<file path="src/rtl/cp_pkg.sv">
// Shared encodings for the custom-op executor: datapath width, funct3 op codes,
// FSM states and the custom-0/1 major opcodes.
package cp_pkg;

  localparam int CP_XLEN = 32;

  localparam logic [6:0] BOPC_CUSTOM0 = 7'b0001011;
  localparam logic [6:0] BOPC_CUSTOM1 = 7'b0101011;

  typedef enum logic [2:0] {
    OP_ADD    = 3'b000,
    OP_SUB    = 3'b001,
    OP_AND    = 3'b010,
    OP_XOR    = 3'b011,
    OP_MUL    = 3'b100,
    OP_POPCNT = 3'b101
  } cp_op_e;

  typedef enum logic [1:0] {
    ST_IDLE = 2'd0,
    ST_MUL  = 2'd1,
    ST_RESP = 2'd2
  } cp_exec_state_e;

endpackage

</file>
<file path="src/rtl/cp_mul_iter.sv">
// Iterative unsigned shift-add multiplier: XLEN/MUL_CYC multiplier bits per cycle,
// MUL_CYC cycles after start. prod is the final sum, valid while done is high.
module cp_mul_iter #(
  parameter int XLEN    = cp_pkg::CP_XLEN,
  parameter int MUL_CYC = XLEN
) (
  input  logic            clk,
  input  logic            arst,
  input  logic            start,
  input  logic [XLEN-1:0] opa,
  input  logic [XLEN-1:0] opb,
  output logic            done,
  output logic [XLEN-1:0] prod
);

  localparam int BITS = XLEN / MUL_CYC;
  localparam int CW   = $clog2(MUL_CYC + 1);

  logic            r_act;
  logic [CW-1:0]   r_cnt;
  logic [XLEN-1:0] r_acc;
  logic [XLEN-1:0] r_mcand;
  logic [XLEN-1:0] r_mplier;
  logic [XLEN-1:0] w_acc_nxt;

  always_comb begin
    w_acc_nxt = r_acc;
    for (int j = 0; j < BITS; j++) begin
      if (r_mplier[j]) w_acc_nxt = w_acc_nxt + (r_mcand << j);
    end
  end

  assign done = r_act && (r_cnt == CW'(MUL_CYC - 1));
  assign prod = w_acc_nxt;

  always_ff @(posedge clk or posedge arst) begin
    if (arst) begin
      r_act    <= 1'b0;
      r_cnt    <= '0;
      r_acc    <= '0;
      r_mcand  <= '0;
      r_mplier <= '0;
    end else if (start) begin
      r_act    <= 1'b1;
      r_cnt    <= '0;
      r_acc    <= '0;
      r_mcand  <= opa;
      r_mplier <= opb;
    end else if (r_act) begin
      r_acc    <= w_acc_nxt;
      r_mcand  <= r_mcand << BITS;
      r_mplier <= r_mplier >> BITS;
      r_cnt    <= r_cnt + CW'(1);
      if (done) r_act <= 1'b0;
    end
  end

endmodule

</file>
<file path="src/rtl/cp_exec.sv">
// Single-issue custom-op executor. States: IDLE wait for pop | MUL multiplier
// iterating | RESP result held until the core accepts it.
module cp_exec import cp_pkg::*; #(
  parameter int XLEN    = CP_XLEN,
  parameter int MUL_CYC = XLEN
) (
  input  logic            clk,
  input  logic            arst,
  input  logic            dq_val,
  output logic            dq_rdy,
  input  logic [31:0]     dq_instr,
  input  logic            dq_rd_val,
  input  logic [XLEN-1:0] dq_opa,
  input  logic [XLEN-1:0] dq_opb,
  output logic            cp_res_val,
  input  logic            cp_res_rdy,
  output logic [4:0]      cp_res_rd,
  output logic [XLEN-1:0] cp_res,
  output logic            cp_cmpl_instr_val,
  output logic            cp_busy
);

  cp_exec_state_e r_state, w_state_nxt;
  logic            r_cmpl, r_rd_val;
  logic [4:0]      r_mul_rd, r_res_rd, w_rd_nxt;
  logic [XLEN-1:0] r_res, w_res_nxt, w_alu, w_popcnt, w_mul_prod;
  logic            w_pop, w_is_mul, w_mul_done, w_res_ld, w_cmpl_nxt;
  logic            w_unused;

  assign w_unused = ^{dq_instr[31:15], dq_instr[6:0]};
  assign w_pop    = dq_val && (r_state == ST_IDLE);
  assign w_is_mul = (dq_instr[14:12] == OP_MUL);

  always_comb begin
    w_alu    = '0;
    w_popcnt = '0;
    for (int i = 0; i < XLEN; i++) w_popcnt = w_popcnt + XLEN'(dq_opa[i]);
    case (cp_op_e'(dq_instr[14:12]))
      OP_ADD:    w_alu = dq_opa + dq_opb;
      OP_SUB:    w_alu = dq_opa - dq_opb;
      OP_AND:    w_alu = dq_opa & dq_opb;
      OP_XOR:    w_alu = dq_opa ^ dq_opb;
      OP_POPCNT: w_alu = w_popcnt;
      default:   w_alu = '0;
    endcase
  end

  cp_mul_iter #(.XLEN(XLEN), .MUL_CYC(MUL_CYC)) u_mul (
    .clk   (clk),
    .arst  (arst),
    .start (w_pop && w_is_mul),
    .opa   (dq_opa),
    .opb   (dq_opb),
    .done  (w_mul_done),
    .prod  (w_mul_prod)
  );

  always_comb begin
    w_state_nxt = r_state;
    w_res_ld    = 1'b0;
    w_res_nxt   = w_alu;
    w_rd_nxt    = dq_instr[11:7];
    w_cmpl_nxt  = 1'b0;
    case (r_state)
      ST_IDLE: begin
        if (w_pop) begin
          if (w_is_mul) begin
            w_state_nxt = ST_MUL;
          end else if (dq_rd_val) begin
            w_state_nxt = ST_RESP;
            w_res_ld    = 1'b1;
          end else begin
            w_cmpl_nxt  = 1'b1;
          end
        end
      end
      ST_MUL: begin
        if (w_mul_done) begin
          if (r_rd_val) begin
            w_state_nxt = ST_RESP;
            w_res_ld    = 1'b1;
            w_res_nxt   = w_mul_prod;
            w_rd_nxt    = r_mul_rd;
          end else begin
            w_state_nxt = ST_IDLE;
            w_cmpl_nxt  = 1'b1;
          end
        end
      end
      ST_RESP: if (cp_res_rdy) w_state_nxt = ST_IDLE;
      default: w_state_nxt = ST_IDLE;
    endcase
  end

  // cp_res/cp_res_rd only change when a result is about to be presented
  always_ff @(posedge clk or posedge arst) begin
    if (arst) begin
      r_state  <= ST_IDLE;
      r_cmpl   <= 1'b0;
      r_rd_val <= 1'b0;
      r_mul_rd <= '0;
      r_res    <= '0;
      r_res_rd <= '0;
    end else begin
      r_state <= w_state_nxt;
      r_cmpl  <= w_cmpl_nxt;
      if (w_pop && w_is_mul) begin
        r_rd_val <= dq_rd_val;
        r_mul_rd <= dq_instr[11:7];
      end
      if (w_res_ld) begin
        r_res    <= w_res_nxt;
        r_res_rd <= w_rd_nxt;
      end
    end
  end

  assign dq_rdy            = (r_state == ST_IDLE);
  assign cp_res_val        = (r_state == ST_RESP);
  assign cp_res            = r_res;
  assign cp_res_rd         = r_res_rd;
  assign cp_busy           = (r_state != ST_IDLE);
  assign cp_cmpl_instr_val = r_cmpl | (cp_res_val & cp_res_rdy);

endmodule

</file>
<file path="config.mk">
export PLATFORM = sky130hd
export DESIGN_NAME = cp_exec
export DESIGN_NICKNAME = d
export VERILOG_FILES = /design/src/rtl/cp_pkg.sv /design/src/rtl/cp_mul_iter.sv /design/src/rtl/cp_exec.sv
export SDC_FILE = /design/constraint.sdc
export NUM_CORES = 1
export LEC_CHECK = 0
export ABC_AREA = 1
export BUFFER_PORTS_ARGS = -buffer_cell sky130_fd_sc_hd__buf_4
export CAP_MARGIN = 20
export CORE_MARGIN = 10
export CORE_UTILIZATION = 55
export CTS_BUF_LIST = sky130_fd_sc_hd__clkbuf_2
export DETAILED_ROUTE_END_ITERATION = 16
export GPL_ROUTABILITY_DRIVEN = 0
export PLACE_DENSITY = 0.75
export SYNTH_ARGS = -nofsm -noshare
export SYNTH_HDL_FRONTEND = slang
export SYNTH_SLANG_ARGS = --single-unit
</file>
<file path="constraint.sdc">
create_clock -name clk -period 4.85 [get_ports clk]
set_input_delay 0.485 -clock clk [delete_from_list [all_inputs] [get_ports clk]]
set_output_delay 0.485 -clock clk [all_outputs]
set_load 0.01 [all_outputs]
</file>
==> summary.md <==
| Metric | Value |
|---|---|
| Final hold violation count | `0` |
| Initial core utilization | `0.559` |
| Cells after Synth | `2136` |
| Width of the die | `180 um` |
| Routed WL | `46600 um` |
| Crit start category | `input pin` |
| Number of distinct library cells after synthesis | `56` |
| Drt first pass iters | `6` |
| Max FO, Critical Path | `2` |
| Worst-skew pair later-pin latency | `0.82 ns` |
| Initial antenna violation count | `1` |
| Placed cell area | `15400 sq um` |
| Design area | `about 16000 sq um` |
| Post-DP HPWL | `35500 um` |
| Cell taking the most area after synthesis | `dfrtp_1` |
| Post-CTS resize count | `0` |
| Initial drt markers | `~1500` |
| Crit Path Class | `in2reg` |
| FF+latch count, synth | `about 150` |
| Hold crit path type | `in2reg` |
| RSZ-0062 raised after global routing | `no` |
| Max-Cap Viols | `0` |
| Clk sinks | `approximately 150` |
| Yosys warning total | `0` |
| Largest net degree at the start of global routing | `77` |
| Sw power | `0.00398 W` |
| Routed len/inst | `~18 um` |
| Internal power | `0.00382 W` |
| Worst Path Arrival | `5.16 ns` |
| Area grow syn2layout | `13.1%` |
| Clock power frac | `0.108` |
| Nets | `roughly 2500` |
| Leak | `8.76 nW` |
| Global-route wire length before repair | `74700 um` |
| Pins Over Slew Limit | `0` |
| Share of the synthesized area in the top cell type | `0.265` |
| # DRC | `0` |
| Average cell area after synthesis | `6.59 sq um` |
| Post-DRT Antenna Nets | `0` |
| VDD IR max | `0.000446 V` |
| Worst path required time | `about 5.6 ns` |
| GRT Resource Usage Total | `0.282` |
| FMAX | `225 MHz` |
| Full die area | `32400 sq um` |
| Ys async rst share | `1.00` |
| Setup Buffers After CTS | `0` |
| Die Y | `180 um` |
| Max Root-Sink Buffers | `2` |
| Main synth FF type | `dfrtp_1` |
| Vias in the first global route | `14300` |
| Clk root buf | `clkbuf_2` |
| Relative slew slack | `0.318` |
| Synthesized Nets | `~2400` |
| H-tree depth | `4` |
| Net Sw Frac | `0.510` |
| Min cycle time layout | `4.44 ns` |
| Post-route clock period utilization | `0.915` |
| Via/cell ratio | `between 5 and 6` |
| Seq/Total Area, Yosys | `0.265` |
| Combinational power share | `0.614` |
| Share of cells above drive strength 1 | `0.115` |
| Synth top area cells | `dfrtp_1 26%, nand2_1 19%, inv_1 9.7%` |
| Core area | `about 25000 sq um` |
| Post-synth EDFFs | `0` |
| Outcome | `complete, no violations` |
| Pwr dens | `490 nW/um^2` |
| I/O pin cnt | `142` |
| # setup viols final | `0` |
| Hold_ws | `between 0.015 and 0.02 ns` |
| FP Rows | `58` |
| Vias | `14800` |
| GR Overflow Total | `0` |
| Most frequent cells in the layout | `694 x nand2_1, 363 x inv_1, 158 x nand3_1` |
| Clock Pin Slew Worst Setup and Hold Paths | `0.28 ns` |
| Worst setup EP type | `flop` |
| Worst-Margin Slew | `1.02 ns` |
| Inserted Clock Buffers | `17` |
| Synthesized area | `roughly 14000 sq um` |
| Post-CTS Hold Fix Bufs | `28` |
| Port Buffers | `about 120` |
| Power share of the sequential group | `0.278` |
| Commonest non-fill, non-tap cell in the layout | `nand2_1` |
| Final Skew | `0.0697 ns` |
| TritonCTS clock tree | `done` |
## per-stage QoR
stage,setup slack (ns),TNS (ns),std cells,total power (W),utilization
6_report,0.411,0,2624,0.00780,0.632
4_1_cts,0.424,0,2622,0.00772,0.632
5_1_grt,0.190,0,2624,0.00852,0.632
3_5_place_dp,-0.380,-1.53,2562,0.00686,0.610
2_1_floorplan,0.0107,0,2136,0.00542,-
3_3_place_gp,-0.271,-0.970,2562,0.00668,0.610
## per-layer routing
layer,vias up,GRT usage,wire length [um]
met3,100,0.0406,4010
met4,0,0.0893,1370
met1,6953,0.369,19300
li1,7095,-,-
met5,-,0,0
met2,666,0.468,21900
## cell type report
type,instances,area [sq um]
Clock inverter,15,186
Tap cell,330,413
Timing Repair Buffer,185,1460
Multi-Input combinational cell,1551,8620
Antenna cell,1,2.50
Inverter,376,1420
Fill cell,2404,9260
Clock buffer,17,85.1
Sequential cell,149,3730
## registers in the layout (all words and copies together), names as in the netlist
signal and flops:
u_mul.r_mplier 32, cp_res_rd 5, cp_res 32, r_state 2, u_mul.r_acc 32, u_mul.r_mcand 32, r_rd_val 1, u_mul.r_act 1
r_mul_rd 5, r_cmpl 1, u_mul.r_cnt 6
## worst paths after layout
path,from,to,slack [ns],cells after the start
worst max-delay path,dq_opa[0],cp_res[4],0.41,20
worst min-delay path,dq_opb[14],u_mul.r_mplier[14],0.02,3
worst max register to register,u_mul.r_act,cp_res[8],1.85,8
worst min register to register,cp_res[29],cp_res[29],0.52,2
max in group asynchronous,arst,r_mul_rd[1],3.52,4
min in group asynchronous,arst,cp_res[17],0.28,3
## synth_stat cells, types with 23 or more instances
library cell    n
inv_1         364
a21oi_1        66
nand3_1       158
a22oi_1        34
ha_1          103
o21ai_0        64
nand2_1       695
o221ai_1       30
fa_1           26
xor2_1         34
nor2_1        147
o211ai_1       23
buf_2          28
dfrtp_1       149
## critical path, cell delays in order
cell and delay [ns]:
buf_4 0.08, inv_1 0.06, fa_1 0.60, fa_1 0.46, fa_1 0.55, fa_1 0.45
fa_1 0.53, fa_1 0.41, inv_1 0.08, ha_1 0.16, inv_1 0.05, fa_1 0.37
nor2_1 0.17, nor2_1 0.06, nor2_1 0.08, nor2_1 0.06, xor2_1 0.13, o211ai_1 0.16
a21oi_1 0.09, nor2_1 0.10
## power by group through the flow
| stage | Combinational (W) | Sequential, W | Clock, W |
|---|---|---|---|
| floorplan | 0.00331 | 0.00211 | 0 |
| global placement | 0.00452 | 0.00216 | 0 |
| detailed placement | 0.00468 | 0.00218 | 0 |
| CTS | 0.00472 | 0.00215 | 0.000849 |
| global route | 0.00541 | 0.00222 | 0.000896 |
| finish | 0.00479 | 0.00217 | 0.000846 |
## cells by family after synthesis
kind of cell | count (synthesis) | synth area share
DFF | 149 | 0.265
buffers and inverters | 436 | 0.124
AOI/OAI and AO/OA | 277 | 0.126
xor gates and xnor gates | 42 | 0.0261
and+or+nand+nor | 1103 | 0.330
adders and majority gates | 129 | 0.129
Power figures use the tool's default switching activity.
